--- src/rtl/left_shifter_pipe_if.sv ---
// Request/result channels of the pipelined left shifter.
// The slave view belongs to the shifter; the master view belongs to the issuing logic.
interface left_shifter_pipe_if #(
    parameter int TAG_W = 4
);
    logic             in_valid;
    logic             in_ready;
    logic [31:0]      in_data;
    logic [4:0]       in_sha;
    logic             in_rot;
    logic [TAG_W-1:0] in_tag;
    logic             out_valid;
    logic             out_ready;
    logic [31:0]      out_data;
    logic [TAG_W-1:0] out_tag;

    modport master (
        output in_valid, in_data, in_sha, in_rot, in_tag, out_ready,
        input  in_ready, out_valid, out_data, out_tag
    );

    modport slave (
        input  in_valid, in_data, in_sha, in_rot, in_tag, out_ready,
        output in_ready, out_valid, out_data, out_tag
    );
endinterface

--- src/rtl/left_shifter_pipe.sv ---
// Five-stage logarithmic 32-bit left shifter (logical or rotate) with valid/ready flow control.
// Stage k applies the 2^k step while loading; results leave S4 in acceptance order.
module left_shifter_pipe #(
    parameter int TAG_W = 4
) (
    input logic                clk,
    input logic                rst_n,
    left_shifter_pipe_if.slave bus
);

    // Only the sha bits a later stage still needs are carried forward.
    logic [4:0]       valid_q, valid_d;
    logic [31:0]      data_q [5];
    logic [31:0]      data_d [5];
    logic [TAG_W-1:0] tag_q  [5];
    logic [TAG_W-1:0] tag_d  [5];
    logic [3:0]       rot_q, rot_d;
    logic [4:1]       sha0_q, sha0_d;
    logic [4:2]       sha1_q, sha1_d;
    logic [4:3]       sha2_q, sha2_d;
    logic             sha3_q, sha3_d;

    logic ready0, ready1, ready2, ready3, ready4;

    function automatic logic [31:0] stepShift(
        input logic [31:0] d,
        input logic        doShift,
        input logic        rot,
        input logic [4:0]  amt
    );
        logic [63:0] wide;
        wide = {d, d} << amt;
        if (!doShift) begin
            return d;
        end
        return rot ? wide[63:32] : (d << amt);
    endfunction

    assign ready4 = !valid_q[4] || bus.out_ready;
    assign ready3 = !valid_q[3] || ready4;
    assign ready2 = !valid_q[2] || ready3;
    assign ready1 = !valid_q[1] || ready2;
    assign ready0 = !valid_q[0] || ready1;

    assign bus.in_ready  = ready0;
    assign bus.out_valid = valid_q[4];
    assign bus.out_data  = data_q[4];
    assign bus.out_tag   = tag_q[4];

    always_comb begin
        valid_d = valid_q;
        data_d  = data_q;
        tag_d   = tag_q;
        rot_d   = rot_q;
        sha0_d  = sha0_q;
        sha1_d  = sha1_q;
        sha2_d  = sha2_q;
        sha3_d  = sha3_q;

        if (ready0) begin
            valid_d[0] = bus.in_valid;
            if (bus.in_valid) begin
                data_d[0] = stepShift(bus.in_data, bus.in_sha[0], bus.in_rot, 5'd1);
                sha0_d    = bus.in_sha[4:1];
                rot_d[0]  = bus.in_rot;
                tag_d[0]  = bus.in_tag;
            end
        end

        if (ready1) begin
            valid_d[1] = valid_q[0];
            if (valid_q[0]) begin
                data_d[1] = stepShift(data_q[0], sha0_q[1], rot_q[0], 5'd2);
                sha1_d    = sha0_q[4:2];
                rot_d[1]  = rot_q[0];
                tag_d[1]  = tag_q[0];
            end
        end

        if (ready2) begin
            valid_d[2] = valid_q[1];
            if (valid_q[1]) begin
                data_d[2] = stepShift(data_q[1], sha1_q[2], rot_q[1], 5'd4);
                sha2_d    = sha1_q[4:3];
                rot_d[2]  = rot_q[1];
                tag_d[2]  = tag_q[1];
            end
        end

        if (ready3) begin
            valid_d[3] = valid_q[2];
            if (valid_q[2]) begin
                data_d[3] = stepShift(data_q[2], sha2_q[3], rot_q[2], 5'd8);
                sha3_d    = sha2_q[4];
                rot_d[3]  = rot_q[2];
                tag_d[3]  = tag_q[2];
            end
        end

        // S4 needs neither sha nor rot afterwards, so only data and tag move on.
        if (ready4) begin
            valid_d[4] = valid_q[3];
            if (valid_q[3]) begin
                data_d[4] = stepShift(data_q[3], sha3_q, rot_q[3], 5'd16);
                tag_d[4]  = tag_q[3];
            end
        end
    end

    always_ff @(posedge clk or negedge rst_n) begin
        if (!rst_n) begin
            valid_q <= '0;
            rot_q   <= '0;
            sha0_q  <= '0;
            sha1_q  <= '0;
            sha2_q  <= '0;
            sha3_q  <= 1'b0;
            for (int k = 0; k < 5; k++) begin
                data_q[k] <= '0;
                tag_q[k]  <= '0;
            end
        end else begin
            valid_q <= valid_d;
            data_q  <= data_d;
            tag_q   <= tag_d;
            rot_q   <= rot_d;
            sha0_q  <= sha0_d;
            sha1_q  <= sha1_d;
            sha2_q  <= sha2_d;
            sha3_q  <= sha3_d;
        end
    end

endmodule

--- src/flat_wrapper.sv ---
// flat-port wrapper written by rule: the top's interface ports become plain ports
module left_shifter_pipe_flat 
#(
    parameter int TAG_W = 4
)
  (clk, rst_n, bus_in_valid, bus_in_data, bus_in_sha, bus_in_rot, bus_in_tag, bus_out_ready, bus_in_ready, bus_out_valid, bus_out_data, bus_out_tag);
  left_shifter_pipe_if #(.TAG_W(TAG_W)) bus_i ();
  input logic clk;
  input logic rst_n;
  input wire logic [$bits(bus_i.in_valid)-1:0] bus_in_valid;
  input wire logic [$bits(bus_i.in_data)-1:0] bus_in_data;
  input wire logic [$bits(bus_i.in_sha)-1:0] bus_in_sha;
  input wire logic [$bits(bus_i.in_rot)-1:0] bus_in_rot;
  input wire logic [$bits(bus_i.in_tag)-1:0] bus_in_tag;
  input wire logic [$bits(bus_i.out_ready)-1:0] bus_out_ready;
  output wire logic [$bits(bus_i.in_ready)-1:0] bus_in_ready;
  output wire logic [$bits(bus_i.out_valid)-1:0] bus_out_valid;
  output wire logic [$bits(bus_i.out_data)-1:0] bus_out_data;
  output wire logic [$bits(bus_i.out_tag)-1:0] bus_out_tag;
  assign bus_i.in_valid = bus_in_valid;
  assign bus_i.in_data = bus_in_data;
  assign bus_i.in_sha = bus_in_sha;
  assign bus_i.in_rot = bus_in_rot;
  assign bus_i.in_tag = bus_in_tag;
  assign bus_i.out_ready = bus_out_ready;
  assign bus_in_ready = bus_i.in_ready;
  assign bus_out_valid = bus_i.out_valid;
  assign bus_out_data = bus_i.out_data;
  assign bus_out_tag = bus_i.out_tag;
  left_shifter_pipe #(.TAG_W(TAG_W)) u_core (.clk(clk), .rst_n(rst_n), .bus(bus_i));
endmodule
--- config.mk ---
export PLATFORM = sky130hd
export DESIGN_NAME = left_shifter_pipe_flat
export DESIGN_NICKNAME = d
export VERILOG_FILES = /design/src/rtl/left_shifter_pipe_if.sv /design/src/rtl/left_shifter_pipe.sv /design/src/flat_wrapper.sv
export SDC_FILE = /design/constraint.sdc
export NUM_CORES = 1
export LEC_CHECK = 0
export CORE_UTILIZATION = 30
export CTS_CLUSTER_DIAMETER = 50
export DETAILED_ROUTE_END_ITERATION = 10
export PLACE_DENSITY = 0.5
export SLEW_MARGIN = 20
export SYNTH_ARGS = -nofsm -noshare
export SYNTH_HDL_FRONTEND = slang
export SYNTH_SLANG_ARGS = --single-unit
--- constraint.sdc ---
create_clock -name clk -period 1.7 [get_ports clk]
set_input_delay 0.255 -clock clk [delete_from_list [all_inputs] [get_ports clk]]
set_output_delay 0.255 -clock clk [all_outputs]
set_load 0.03 [all_outputs]
==> After elaboration in Yosys (flattened, before gate mapping) <==
Index checks and enable logic that the tools add are counted.
{ "totals": {"reg_bits": 199, "inputBits": 46, "word_cells": 68} }
{ "classes": {"n_mux": 30, "reduce_logical": 15} }
{ "op_table": {"columns": ["operator", "n"], "rows": [
  ["32-bit two-way mux", 10],
  ["1-bit two-way mux", 16],
  ["16-bit two-way mux", 1],
  ["2-bit AND reduction", 5],
  ["8-bit two-way mux", 1],
  ["1-bit logical NOT", 5],
  ["1-bit logical OR", 5],
  ["4-bit two-way mux", 1],
  ["2-bit two-way mux", 1]
]} }

==> Longest topological paths before layout <==
Gate-level depths: netlist of the first run.
{ "depth": {"word_depth": 8, "ltp_mapped": 6} }

==> Least setup slack after synthesis of the first run <==
OpenSTA, ideal clock, no wires.
{ "synth_path": {"path_type": "register to register", "from": "register u_core.valid_q[4]", "to": "register u_core.data_q[43] (netlist name)", "setup_time_ns": 0.125, "arrival_time_ns": 1.581, "slack_ns": -0.005, "path_stages_with_launch": 7, "path_buffers": 3, "cell_sequence": "dfrtp_1 > nand2b_1 > buf_2 > o21ai_1 > buf_4 > buf_6 > mux2_2"} }
{ "synth_via": {"elab_chain_len": 4} }
{ "synth_rtl": {"columns": ["item", "line_no", "text"], "rows": [
  ["start: declaration", "left_shifter_pipe.sv:12", "logic [4:0] valid_q, valid_d;"],
  ["start signal: assignment", "left_shifter_pipe.sv:123", "valid_q <= valid_d;"],
  ["1-bit logical NOT", "left_shifter_pipe.sv:39", "assign ready4 = !valid_q[4] || bus.out_ready;"],
  ["1-bit logical OR", "left_shifter_pipe.sv:39", null],
  ["1-bit logical OR", "left_shifter_pipe.sv:40", "assign ready3 = !valid_q[3] || ready4;"],
  ["2-bit AND reduction (no line)", null, null],
  ["end signal: assignment", "left_shifter_pipe.sv:124", "data_q <= data_d;"],
  ["end: declaration", "left_shifter_pipe.sv:13", "logic [31:0] data_q [5];"]
]} }
No other way between the ends.
A chain may end at the register's enable or synchronous reset.

==> Worst setup path in the final report of the first run <==
{ "layout_path": {"from": "register u_core.valid_q[4]", "to": "register u_core.data_q[113] (netlist name)"} }
{ "layout_via": {"elab_chain_len": 6} }
{ "layout_rtl": {"columns": ["item", "line_no", "text"], "rows": [
  ["1-bit logical NOT", "left_shifter_pipe.sv:39", null],
  ["1-bit logical OR", "left_shifter_pipe.sv:39", null],
  ["1-bit logical OR", "left_shifter_pipe.sv:40", null],
  ["1-bit logical OR", "left_shifter_pipe.sv:41", "assign ready2 = !valid_q[2] || ready3;"],
  ["1-bit logical OR", "left_shifter_pipe.sv:42", "assign ready1 = !valid_q[1] || ready2;"],
  ["2-bit AND reduction (no line)", null, null]
]} }
No other way between the ends.

==> flow_summary_export.csv, run 1 <==
group,metric,value,unit
setup_path,end_kind,"flip-flop",
floorplanning,core-area,31470,um^2
sta,clock.fmax,0.5844,GHz
setup_path,cpMostUsedCell,"buf_4",
sta,min_period,1.711,ns
synth,synth_seq_cells,199,
synth,netlist_area,9589,um^2
floorplanning,rows,65,
setup_path,critPathMaxStageDelay,0.43,ns
clocking,cts-buffers-inserted,17,
clocking,htreeDepth,4,
setup_path,reg2reg_setup_slack,-0.01,ns
setup_path,setup.worst_path.class,"reg -> reg",
routing,dr.pass1.iters,4,
global_routing,grt_usage,12.77,%
synth,synth_flop_cell,"dfrtp_1",
power,swShare,36.90,%
hold_path,hold_path.class,"in -> async",
global_routing,grt_pass1_wl,33090,um
status,violations,"setup timing",
sta,finalClockSkew,0.01567,ns
power,p_comb_share,35.9,%
power,p_sw,7.049,mW
routing,drtIter0Drc,323,
clocking,cts.sinks,199,
synth,yosysUniqueCellTypes,25,
cells_and_area,syn2layout_area_growth,19.53,%
setup_path,path_cells,"and4b_2 > buf_4 > a21boi_4 > buf_4 > buf_8 > mux2_2",
power,power.clock.fraction,21.8,%
cells_and_area,fin_util,36.42,%
sta,timing.slew.headroom,61.80,%
floorplanning,ios,84,
sta,rsz0062_at_grt,"true",
sta,slew_violations,0,
clocking,cts_tree,"built",
sta,hold_violations,0,
cells_and_area,ff_latch_area,4982,um^2
place,pre_cts_ws,-0.2626,ns
place,place_congestion,0.7136,
place,place_area,10730,um^2
power,power.density,1667,nW/um^2
synth,ys_warn_count,0,
power,ir_worst_vdd,0.9321,mV
setup_path,required,2.02,ns
clocking,clock_latency,0.44,ns
setup_path,cp.arrival,2.03,ns
cells_and_area,multi_input_area,4026,um^2
synth,synth_edf_count,0,
routing,route.detailed.drc,0,
place,hpwl,13720,um
routing,via_count,5747,
global_routing,grt_max_degree,49,
floorplanning,die_y,180.8,um
flow_run,cap_violations,0,
sta,worst_pin_slew,0.5731,ns
sta,tns,-0.08472,ns
setup_path,startpoint_type,"flip-flop",
synth,syn_inst,769,
synth,synthArstFlopShare,100.0,%
floorplanning,die_area,32680,um^2
synth,avgSynthCellArea,12.47,um^2
floorplanning,initial_core_util,30.47,%
cells_and_area,finalNetCount,860,
clocking,cts-root-buf,"clkbuf_16",
routing,vias_per_cell,4.676,
cells_and_area,nFillCells,3116,
setup_path,reg2reg_depth,6,
synth,yosysSeqAreaShare,51.93,%
routing,top_layer_used,"met4",
power,internal-power,12.06,mW
routing,drt-met1-wl,10770,um
cells_and_area,final_common_cell,"mux2_2",
routing,totalWireLength,19990,um
sta,hold_ws,0.3269,ns
setup_path,critPathSlowestCell,"dfrtp_2",
floorplanning,die_w,180.8,um
routing,antenna_left,0,
setup_path,worstPathMaxFanout,9,
sta,fin_ws,-0.01126,ns
global_routing,antenna_found_initial,0,
sta,min_period_over_period,100.7,%
routing,post_drt_wl_per_cell,16.26,um
global_routing,grt_pass1_vias,5776,
cells_and_area,drive_gt1_share,34.95,%
cells_and_area,mostFrequentLayoutCells,"mux2_2, dfrtp_1, a21oi_1",
routing,wl_met3,538,um
power,p_leak,4.724,nW
clocking,clock_path_buffers,2,
power,p_seq_share,42.3,%
routing,wl_met2,8524,um
sta,setup_violations,18,
clocking,clkSlewWorstSetupHoldPaths,0.08,ns
global_routing,grt.overflow.total,0,
place,port_buffers,83,
status,status,"finished with violations",
cells_and_area,num_antenna_cells,0,
cells_and_area,fin_area,11460,um^2
synth,synth_fp_nets,815,
power by group through the flow:
stage          Clock, mW  Sequential [mW]  Combinational, mW
5_1_grt             4.46             8.37               7.54
3_3_place_gp           0             8.15               7.04
6_report            4.17             8.07               6.86
4_1_cts             4.31             8.10               6.89
2_1_floorplan          0             7.51               5.80
3_5_place_dp           0             8.21               7.10
per-layer routing:
| metal | up-vias | global-route usage, % |
|---|---|---|
| met1 | 2824 | 20.10 |
| met4 | 0 | 3.487 |
| met5 | - | 0 |
| met2 | 91 | 17.61 |
| met3 | 11 | 2.217 |
| li1 | 2821 | - |
stage by stage:
step / power (mW) / instances
after floorplan: 13.30 / 769
after CTS: 19.30 / 1221
after global routing: 20.38 / 1229
after detailed placement: 15.31 / 1186
final: 19.11 / 1229
after global placement: 15.20 / 1186
worst paths after layout:
check	start	end
worst max-delay path	u_core.valid_q[4]	u_core.data_q[113]
worst min-delay path	rst_n	u_core.data_q[111]
worst max register to register	u_core.valid_q[4]	u_core.data_q[113]
worst min register to register	u_core.tag_q[18]	u_core.tag_q[14]
max in group asynchronous	rst_n	u_core.data_q[63]
min in group clk	bus_in_tag[0]	u_core.tag_q[16]
sequential cells by signal (all words and copies together), names as in the netlist:
register and count:
u_core.bus.out_data 32, u_core.sha2_q 2, u_core.tag_q 16, u_core.sha1_q 3, u_core.sha0_q 4, u_core.sha3_q 1, u_core.bus.out_tag 4, u_core.valid_q 5
u_core.data_q 128, u_core.rot_q 4
cells in the mapped netlist, types with 2 or more instances:
cell	instances	area [um^2]
mux2_1	2	22.52
nand3_1	11	55.05
clkbuf_1	27	101.4
dfrtp_1	199	4980
nor2b_1	21	131.4
buf_4	42	315.3
mux2_2	210	2365
o21ai_0	10	50.05
nand2_1	2	7.510
and2_1	2	12.51
a31oi_1	21	131.4
mux2i_1	47	470.5
a21oi_1	128	640.6
nand2b_1	3	18.77
inv_1	11	41.29
buf_1	2	7.510
buf_6	6	67.56
buf_2	18	90.09
logic make-up after synthesis:
| logic type | synth area share, % |
|---|---|
| DFF | 51.93 |
| and+or+nand+nor | 2.701 |
| muxes | 29.80 |
| buffers and inverters | 6.498 |
| AOI/OAI and AO/OA | 9.068 |
repair_timing:
| action | in CTS | in global routing |
|---|---|---|
| buffers inserted | 2 | 5 |
| cloned | 0 | 3 |
| hold buffers | 1 | 0 |
| endpoints found under the hold margin | 42 | 0 |
| setup endpoints to repair | 38 | 67 |
| resized for setup | 44 | 6 |
| pin swaps | 1 | 1 |
final cells by class:
type / count / area share [%]
multi-input combinational: 464 / 35.13
tap: 402 / 4.388
sequential: 199 / 43.47
clock buffer: 17 / 3.711
timing repair buffer: 121 / 11.23
clock inverter: 15 / 1.714
inverter: 11 / 0.3602
worst max-delay path: cells and delay by family (launching register included):
kind | cells | cell delay (ns)
compound gates | 1 | 0.13
buf+inv | 3 | 0.48
simple gates | 1 | 0.24
mux | 1 | 0.33
flops | 1 | 0.43
(Power assumes the default switching activity.)
==> run 2: changes to the inputs <==
- CAP_MARGIN: not set -> 20
==> results of run 2 <==
The final DEF is identical to that of run 1; final timing and power are the same.
